### src/rtl/led_seq_pkg.sv
// led_seq_pkg
// Shared definitions for the LED pattern sequencer: the mode encoding,
// the value each pattern starts from, and helpers that map a mode to its
// entry value and to the mode that follows it.
// No ports (package).

package led_seq_pkg;

  typedef enum logic [1:0] {
    MODE_LEFT  = 2'd0,
    MODE_RIGHT = 2'd1,
    MODE_FILL  = 2'd2,
    MODE_BLINK = 2'd3
  } mode_t;

  localparam logic [7:0] ENTRY_LEFT  = 8'h01;
  localparam logic [7:0] ENTRY_RIGHT = 8'h80;
  localparam logic [7:0] ENTRY_FILL  = 8'h00;
  localparam logic [7:0] ENTRY_BLINK = 8'h00;

  // Value loaded into the LED bank whenever a mode is entered.
  function automatic logic [7:0] entry_value(input mode_t m);
    logic [7:0] v;
    case (m)
      MODE_LEFT:  v = ENTRY_LEFT;
      MODE_RIGHT: v = ENTRY_RIGHT;
      MODE_FILL:  v = ENTRY_FILL;
      default:    v = ENTRY_BLINK;
    endcase
    return v;
  endfunction

  // Modes cycle LEFT -> RIGHT -> FILL -> BLINK -> LEFT.
  function automatic mode_t next_mode(input mode_t m);
    logic [1:0] n;
    n = 2'(m + 2'd1);
    return mode_t'(n);
  endfunction

endpackage

### src/rtl/step_prescaler.sv
// step_prescaler
// Divides the system clock down to a one-cycle step enable that fires
// once every STEP_DIV clocks while not held.
// Ports:
//   CLK     in  system clock, rising edge
//   rs      in  asynchronous active-high reset
//   clr     in  synchronous clear of the count (restarts the step period)
//   hold    in  freezes the count and suppresses step_en
//   step_en out high during the last clock of each period

module step_prescaler #(
  parameter int STEP_DIV = 50_000_000
) (
  input  logic CLK,
  input  logic rs,
  input  logic clr,
  input  logic hold,
  output logic step_en
);

  localparam int CW = (STEP_DIV > 1) ? $clog2(STEP_DIV) : 1;
  localparam logic [CW-1:0] LAST = CW'(STEP_DIV - 1);

  logic [CW-1:0] count;

  assign step_en = (count == LAST) & ~hold;

  // Count 0..STEP_DIV-1; a clear restarts the period even while held so
  // that a forced mode change always gets a full period before its first step.
  always_ff @(posedge CLK or posedge rs) begin
    if (rs) begin
      count <= '0;
    end else if (clr) begin
      count <= '0;
    end else if (step_en) begin
      count <= '0;
    end else if (!hold) begin
      count <= count + CW'(1);
    end
  end

endmodule

### src/rtl/led_seq_ctrl.sv
// led_seq_ctrl
// LED pattern sequencer. Steps one of four patterns (LEFT, RIGHT, FILL,
// BLINK) on an internally generated step enable and moves to the next
// pattern on a mode-button press.
// Optional feature: define LED_SEQ_AUTO_EN to also advance the mode
// automatically after REPEAT completed pattern cycles.
// Ports:
//   CLK      in  system clock, rising edge
//   rs       in  asynchronous active-high reset
//   mode_btn in  conditioned button level; rising edge requests next mode
//   pause    in  freezes the prescaler and the pattern
//   led      out registered LED drive
//   mode     out registered current pattern (0 LEFT,1 RIGHT,2 FILL,3 BLINK)
//   tick     out one-cycle pulse when a newly stepped led value appears

module led_seq_ctrl #(
  parameter int STEP_DIV = 50_000_000,
  parameter int REPEAT   = 2
) (
  input  logic       CLK,
  input  logic       rs,
  input  logic       mode_btn,
  input  logic       pause,
  output logic [7:0] led,
  output logic [1:0] mode,
  output logic       tick
);

  import led_seq_pkg::*;

  mode_t      mode_q, mode_d;
  logic [7:0] led_d;
  logic [7:0] step_led;
  logic       fill_up_q, fill_up_d;
  logic       btn_q;
  logic       btn_req;
  logic       step_en;

`ifdef LED_SEQ_AUTO_EN
  localparam int RW = (REPEAT > 0) ? $clog2(REPEAT + 1) : 1;
  logic [RW-1:0] rpt_q, rpt_d;
  logic          cycle_done;
`endif

  assign btn_req = mode_btn & ~btn_q;
  assign mode    = mode_q;

  step_prescaler #(.STEP_DIV(STEP_DIV)) u_prescaler (
    .CLK     (CLK),
    .rs      (rs),
    .clr     (btn_req),
    .hold    (pause),
    .step_en (step_en)
  );

  // The value the pattern would show after one step from the current led.
  always_comb begin
    step_led = led;
    case (mode_q)
      MODE_LEFT:  step_led = {led[6:0], led[7]};
      MODE_RIGHT: step_led = {led[0], led[7:1]};
      MODE_FILL:  step_led = {led[6:0], fill_up_q};
      default:    step_led = ~led;
    endcase
  end

`ifdef LED_SEQ_AUTO_EN
  // FILL shifting up always sets bit 0, so reaching zero only happens on the way down.
  assign cycle_done = ((mode_q == MODE_LEFT)  && (led == 8'h80)) ||
                      ((mode_q == MODE_RIGHT) && (led == 8'h01)) ||
                      (((mode_q == MODE_FILL) || (mode_q == MODE_BLINK)) && (step_led == 8'h00));
`endif

  // Next-state logic: a button request beats a coincident step, and an
  // auto-advance replaces the completing step's value with the entry value.
  always_comb begin
    mode_d    = mode_q;
    led_d     = led;
    fill_up_d = fill_up_q;
`ifdef LED_SEQ_AUTO_EN
    rpt_d     = rpt_q;
`endif
    if (btn_req) begin
      mode_d    = next_mode(mode_q);
      led_d     = entry_value(mode_d);
      fill_up_d = 1'b1;
`ifdef LED_SEQ_AUTO_EN
      rpt_d     = '0;
`endif
    end else if (step_en) begin
      led_d = step_led;
      if (mode_q == MODE_FILL) begin
        if (fill_up_q && (step_led == 8'hFF)) begin
          fill_up_d = 1'b0;
        end else if (!fill_up_q && (step_led == 8'h00)) begin
          fill_up_d = 1'b1;
        end
      end
`ifdef LED_SEQ_AUTO_EN
      if (cycle_done) begin
        if (rpt_q == RW'(REPEAT - 1)) begin
          mode_d    = next_mode(mode_q);
          led_d     = entry_value(mode_d);
          fill_up_d = 1'b1;
          rpt_d     = '0;
        end else begin
          rpt_d = rpt_q + RW'(1);
        end
      end
`endif
    end
  end

  // State register; tick marks only edges where a pattern step was applied.
  always_ff @(posedge CLK or posedge rs) begin
    if (rs) begin
      mode_q    <= MODE_LEFT;
      led       <= ENTRY_LEFT;
      fill_up_q <= 1'b1;
      btn_q     <= 1'b0;
      tick      <= 1'b0;
`ifdef LED_SEQ_AUTO_EN
      rpt_q     <= '0;
`endif
    end else begin
      mode_q    <= mode_d;
      led       <= led_d;
      fill_up_q <= fill_up_d;
      btn_q     <= mode_btn;
      tick      <= step_en & ~btn_req;
`ifdef LED_SEQ_AUTO_EN
      rpt_q     <= rpt_d;
`endif
    end
  end

endmodule

### config.mk
export PLATFORM = sky130hd
export DESIGN_NAME = led_seq_ctrl
export DESIGN_NICKNAME = d
export VERILOG_FILES = /design/src/rtl/led_seq_pkg.sv /design/src/rtl/step_prescaler.sv /design/src/rtl/led_seq_ctrl.sv
export SDC_FILE = /design/constraint.sdc
export NUM_CORES = 1
export LEC_CHECK = 0
export BUFFER_PORTS_ARGS = -buffer_cell sky130_fd_sc_hd__buf_2
export CAP_MARGIN = 0
export CORE_ASPECT_RATIO = 1.5
export CORE_MARGIN = 2
export CORE_UTILIZATION = 35
export CTS_CLUSTER_SIZE = 8
export DETAILED_ROUTE_END_ITERATION = 7
export PLACE_DENSITY = 0.56
export SLEW_MARGIN = 40
export SYNTH_ARGS = -nofsm -noshare
export SYNTH_HDL_FRONTEND = slang
export SYNTH_SLANG_ARGS = --single-unit
### constraint.sdc
create_clock -name CLK -period 2.4 [get_ports CLK]
set_input_delay 0.24 -clock CLK [delete_from_list [all_inputs] [get_ports CLK]]
set_output_delay 0.24 -clock CLK [all_outputs]
set_load 0.02 [all_outputs]
== Yosys cells after proc, flatten, opt, wreduce, memory -nomap -nowiden ==
Cells that the tools add are included.

* Add/subtract/negate cells: 2
* Equality and inequality tests: 6
* Muxes and demuxes: 12
* Bitwise operators: 7
* Reductions and logical operators: 10

{| class="wikitable"
|+ Operator list
! cell !! count
|-
| 26-bit 2-to-1 mux || 3
|-
| 26-bit by 1-bit adder with 26-bit output (second input constant) || 1
|-
| 26-bit == test (second input constant) || 1
|-
| 8-bit case mux with 3 select lines || 1
|-
| 8-bit 2-to-1 mux || 2
|-
| 8-bit case mux with 2 select lines || 1
|-
| 8-bit == test (second input constant) || 1
|-
| 8-bit zero test || 1
|-
| 8-bit NOT || 1
|-
| 1-bit 2-to-1 mux || 5
|-
| 2-bit by 1-bit == test with 1-bit output (second input constant) || 2
|-
| 2-bit zero test || 2
|-
| 2-bit nonzero test || 2
|-
| 1-bit bitwise AND || 3
|-
| 3-bit by 1-bit != test with 1-bit output (second input constant) || 1
|-
| 1-bit NOT || 3
|-
| 3-bit AND reduction || 1
|-
| 3-bit nonzero test || 1
|-
| 2-bit by 1-bit adder with 2-bit output (second input constant) || 1
|-
| 2-bit == test (second input constant) || 1
|-
| 1-bit logical AND || 2
|-
| 1-bit zero test || 1
|}

* Register bits after elaboration: 39
* Bits of input ports: 4
* Output and inout bits: 11
* Word-level logic and storage cells: 43

== Longest topological paths before layout ==
* Depth in word-level cells: 9
* Depth in mapped cells: 9
* Gate-level depth less buffers: 8

== Hierarchy ==
From an unflattened synthesis, not the netlist that was laid out.

* Cell total of the unflattened synthesis: 233
* Area total of the unflattened synthesis: 2234.6 µm²

{| class="wikitable"
|+ Modules (own cells, without submodules)
! module !! instances !! cells an instance !! area an instance (µm²) !! seq. area each (µm²)
|-
| step_prescaler || 1 || 143 || 1372.6 || 650.6
|-
| led_seq_ctrl || 1 || 90 || 862.1 || 327.8
|}

== Worst setup path after synthesis ==
OpenSTA, ideal clock, no wires.

* Path kind: reg2reg
* Start: register mode_q[0] (netlist: mode[0])
* End: register fill_up_q
* Setup time: 64 ps
* Arrival time: 2065 ps
* Data required time: 2336 ps
* Path slack: 271 ps
* Cell stages (with the launch flop): 9
* Path buffers: 0
* Clock period less this slack: 2129 ps
* Cell sequence: dfrtp_1 -> inv_1 -> ha_1 -> or2_1 -> a221oi_1 -> o22ai_1 -> nor3_1 -> o211ai_1 -> nand3_1

* Cells in the longest elaborated chain, start to end: 8
* Elaborated cells between the ends (all ways): 15
* Those cells by class: eq/ne: 3; mux: 5; reduce/logical: 7

{| class="wikitable"
|+ RTL lines
! what !! line !! text
|-
| from (decl) || led_seq_ctrl.sv:31 || <nowiki>mode_t mode_q, mode_d;</nowiki>
|-
| from (signal assigned) || led_seq_ctrl.sv:126 || <nowiki>mode_q <= mode_d;</nowiki>
|-
| 2-bit == test (tied with other cells) || led_seq_ctrl.sv:59, led_seq_ctrl.sv:92 ||
|-
| 8-bit case mux with 3 select lines || led_seq_ctrl.sv:59 || <nowiki>case (mode_q)</nowiki>
|-
| 8-bit == test || led_seq_ctrl.sv:93 || <nowiki>if (fill_up_q && (step_led == 8'hFF)) begin</nowiki>
|-
| 1-bit logical AND || led_seq_ctrl.sv:93 ||
|-
| 1-bit 2-to-1 mux || led_seq_ctrl.sv:93 ||
|-
| 1-bit 2-to-1 mux || led_seq_ctrl.sv:92 || <nowiki>if (mode_q == MODE_FILL) begin</nowiki>
|-
| 1-bit 2-to-1 mux || led_seq_ctrl.sv:90 || <nowiki>end else if (step_en) begin</nowiki>
|-
| 1-bit 2-to-1 mux || led_seq_ctrl.sv:83 || <nowiki>if (btn_req) begin</nowiki>
|-
| to (signal assigned) || led_seq_ctrl.sv:128 || <nowiki>fill_up_q <= fill_up_d;</nowiki>
|-
| to (decl) || led_seq_ctrl.sv:34 || <nowiki>logic fill_up_q, fill_up_d;</nowiki>
|}

Several ways; a longest one is shown, not always the timed one. The select of a mux whose other input is x is not followed.
A chain may end at the register's enable or synchronous reset.

== Worst setup path after layout ==
Same ends and word-level chain as after synthesis.

==> flow_summary.yaml <==
setup_path:
  path_cells: "inv_1, ha_1, or2_1, a221oi_2, or4_1, o31ai_1, nand3_1"
  worstReg2RegEnd: "fill_up_q$_DFFE_PP1P_"
  cp_max_fo: 7
  reg2reg_depth: 7
  cp.required_ns: 2.61
  slowest_stage: "or4_1"
  rrSetupSlack_ns: 0.20
  path_delay_family: "simple AND/OR/NAND/NOR gates"
  cp-startpoint: "mode[0]$_DFFE_PP0P_"
  cp-start-kind: "register"
  reg2reg_from: "mode[0]$_DFFE_PP0P_"
  worstSetupPathType: "register to register"
  cp.arrival_ns: 2.41
  max_stage_delay_ns: 0.56
  crit_end: "fill_up_q$_DFFE_PP1P_"
  endpoint_kind: "register"
  cp_num_buf_inv: 1
  cp_num_cells: 7
clock_tree:
  ctsHoldBuffers: 0
  htree_levels: 2
  cts_made_buffers: 5
  cts.sinks: 39
  cts_tree: "yes"
  root_buffer: "clkbuf_8"
  clk_pin_slew_worst_paths_ns: 0.07
  clockBufferDepth: 2
  cts_setup_buffers: 0
  clk_latency_ns: 0.29
floorplan:
  die_w_um: 68.7
  die_y_um: 101
  io_pins: 15
  coreArea_sq_mm: 0.00609
  dieArea_sq_mm: 0.00694
  initial_utilization_pct: 36.1
  num_rows: 35
global_routing:
  overflow: 0
  grt_pass1_vias: 1740
  grt_pass1_wl_mm: 8.09
  grt_max_degree: 40
  grt_antenna_before_repair: 0
  track_usage_pct: 15.3
sta:
  clock.fmax_ghz: 0.454
  period_needed_ns: 2.20
  whs_ns: 0.0585
  post-route-period-util_pct: 91.8
  finClkSkew_ns: 0.00418
  slew_viol_final: 0
  worst_pin_slew_ns: 0.570
  setup_viol: 0
  final_hold_viol_count: 0
  rsz0062_at_grt: "false"
  slew_headroom_pct: 62.0
  layout_setup_ws_ns: 0.197
  tns_ns: 0
placement:
  gp_congestion: 0.786
  pre_cts_ws_ns: 0.204
  hpwl_mm: 3.39
  portBuffers: 14
routing:
  routed_via_density: 5.41
  wl_per_cell_um: 14.5
  drcViolationCount: 0
  via_count: 1796
  antenna_left: 0
  drt_iter0_markers: 71
  routed_wl_mm: 4.80
  dr.pass1.iters: 4
pwr:
  leakage_nw: 1.08
  switching_share_pct: 35.2
  p_clk_share_pct: 25.6
  peakVddDrop_mv: 0.326
  p_int_w: 0.00122
  power.density_mw_per_mm2: 758
  power_w: 0.00188
  combPwrFrac_pct: 33.9
  switchingPower_w: 0.000660
  seqPwrFrac_pct: 40.5
layout:
  area_growth_pct: 12.8
  diodes: 0
  nNetsFinal: 267
  drive_gt1_share_pct: 15.9
yosys:
  synth_area_sq_mm: 0.00220
  synthTopCellsByArea: "dfrtp_1 42%, nor2_1 5.6%, xor2_1 5.6%"
  synth_top_area_share_pct: 42.2
  postSynthCellCount: 238
  synth-async-reset-ratio_pct: 100
  synthesis.nets: 248
  ys.warnings.count: 0
  yosysTopAreaCell: "dfrtp_1"
  ys_seq_area_share_pct: 44.6
  ys_types: 43
  ys.flop_type: "dfrtp_1"
  syn_area_per_cell_sq_um: 9.23
  synth_edf_count: 0
  ys_ff_latch: 39
worst_hold_path:
  hold_class: "input port to async pin"
run:
  drv_cap: 0
run_status:
  status: "finished clean"
## synthesized netlist by cell type (3+ instances only)
cell / instances
o21ai_0: 9
a211oi_2: 4
or3_1: 4
and2_1: 3
a21o_1: 3
nor3_1: 5
nor2_1: 33
dfrtp_1: 37
a221oi_1: 4
ha_1: 6
or4_1: 3
nor2b_1: 4
xor2_1: 14
clkbuf_1: 5
nand3_1: 13
and3_1: 4
a21oi_1: 18
nand2_1: 17
a211oi_1: 4
xnor2_1: 8
inv_1: 6
nand4_1: 8
## tightest hold or removal path: cells and delay by family
kind	cells	cell delay, ns
buffers and inverters	3	0.55
## registers in the layout, summed over array words and instances (netlist names)
| name | count |
|---|---|
| u_prescaler.count | 26 |
| btn_q | 1 |
| tick | 1 |
| mode | 2 |
| led | 8 |
| fill_up_q | 1 |
## metal layers
metal / share of wire [%] / GRT usage, % / vias to the layer above
met5: 0 / 0 / -
met4: 2.4 / 6.62 / 0
met2: 53 / 26.7 / 28
li1: - / - / 883
met3: 2.7 / 2.79 / 11
met1: 42 / 17.6 / 874
## cells by family (layout without fill, tap and decap cells)
kind of cell    count (synthesis)  in the layout  synth area share [%]
flops                          39             39                  44.6
simple gates                  105            105                  24.6
fa+ha+maj                       6              6                  3.42
buf+inv                        16             36                  3.53
xor+xnor                       22             22                  8.78
compound gates                 50             50                  15.1
## worst min path at each step
stage / startpoint / to / slack [ns] / cells past startpoint
CTS: rs / led[7]$_DFFE_PP0P_ / 0.07 / 3
floorplan: mode_btn / btn_q$_DFF_PP0_ / 0.27 / 0
global route: mode_btn / btn_q$_DFF_PP0_ / 0.08 / 1
global placement: mode_btn / btn_q$_DFF_PP0_ / 0.38 / 1
finish: rs / btn_q$_DFF_PP0_ / 0.06 / 3
detailed placement: mode_btn / btn_q$_DFF_PP0_ / 0.38 / 1
## placed cells by master (no fill, tap or decap), types with 3 or more instances in the layout
cell type  Yosys  final
buf_2          1     14
or3_1          4      4
o21ai_0        9      9
nand4_1        8      8
ha_1           6      6
nand3_1       13     13
a21o_1         3      3
and3_1         4      4
clkbuf_8       0      7
buf_4          2      8
a21oi_1       18     18
nor3_1         5      5
and2_1         3      3
or4_1          3      3
a211oi_2       4      4
xor2_1        14     14
xnor2_1        8      8
nand2_1       17     17
inv_1          6      6
a211oi_1       4      4
nor2b_1        4      4
nor2_1        33     33
dfrtp_1       37     37
## power groups by stage
stage / clock, W / combinational, W / sequential, W
2_1_floorplan: 0 / 0.000414 / 0.000796
3_3_place_gp: 0 / 0.000618 / 0.000767
3_5_place_dp: 0 / 0.000614 / 0.000769
4_1_cts: 0.000499 / 0.000617 / 0.000756
5_1_grt: 0.000538 / 0.000710 / 0.000766
6_report: 0.000480 / 0.000637 / 0.000760
## repair_timing
item                       CTS  global route
hold endpoints to repair     0             0
setup endpoints to repair    0             1
resized for setup            0             2
## cell type report
type	instances	area, sq um
Tap cell	74	92.6
Inverter	6	22.5
Multi-Input combinational cell	183	1150
Sequential cell	39	978
Timing Repair Buffer	22	130
Fill cell	626	3610
Clock buffer	8	100
## through the flow
step / cells / area (sq um) / utilization [%]
final: 332 / 2480 / 40.7
after floorplan: 238 / 2200 / -
after detailed placement: 324 / 2360 / 38.8
after global routing: 332 / 2480 / 40.7
after CTS: 332 / 2460 / 40.5
after global placement: 324 / 2360 / 38.8
No activity file was read; power rests on OpenSTA's default activity.
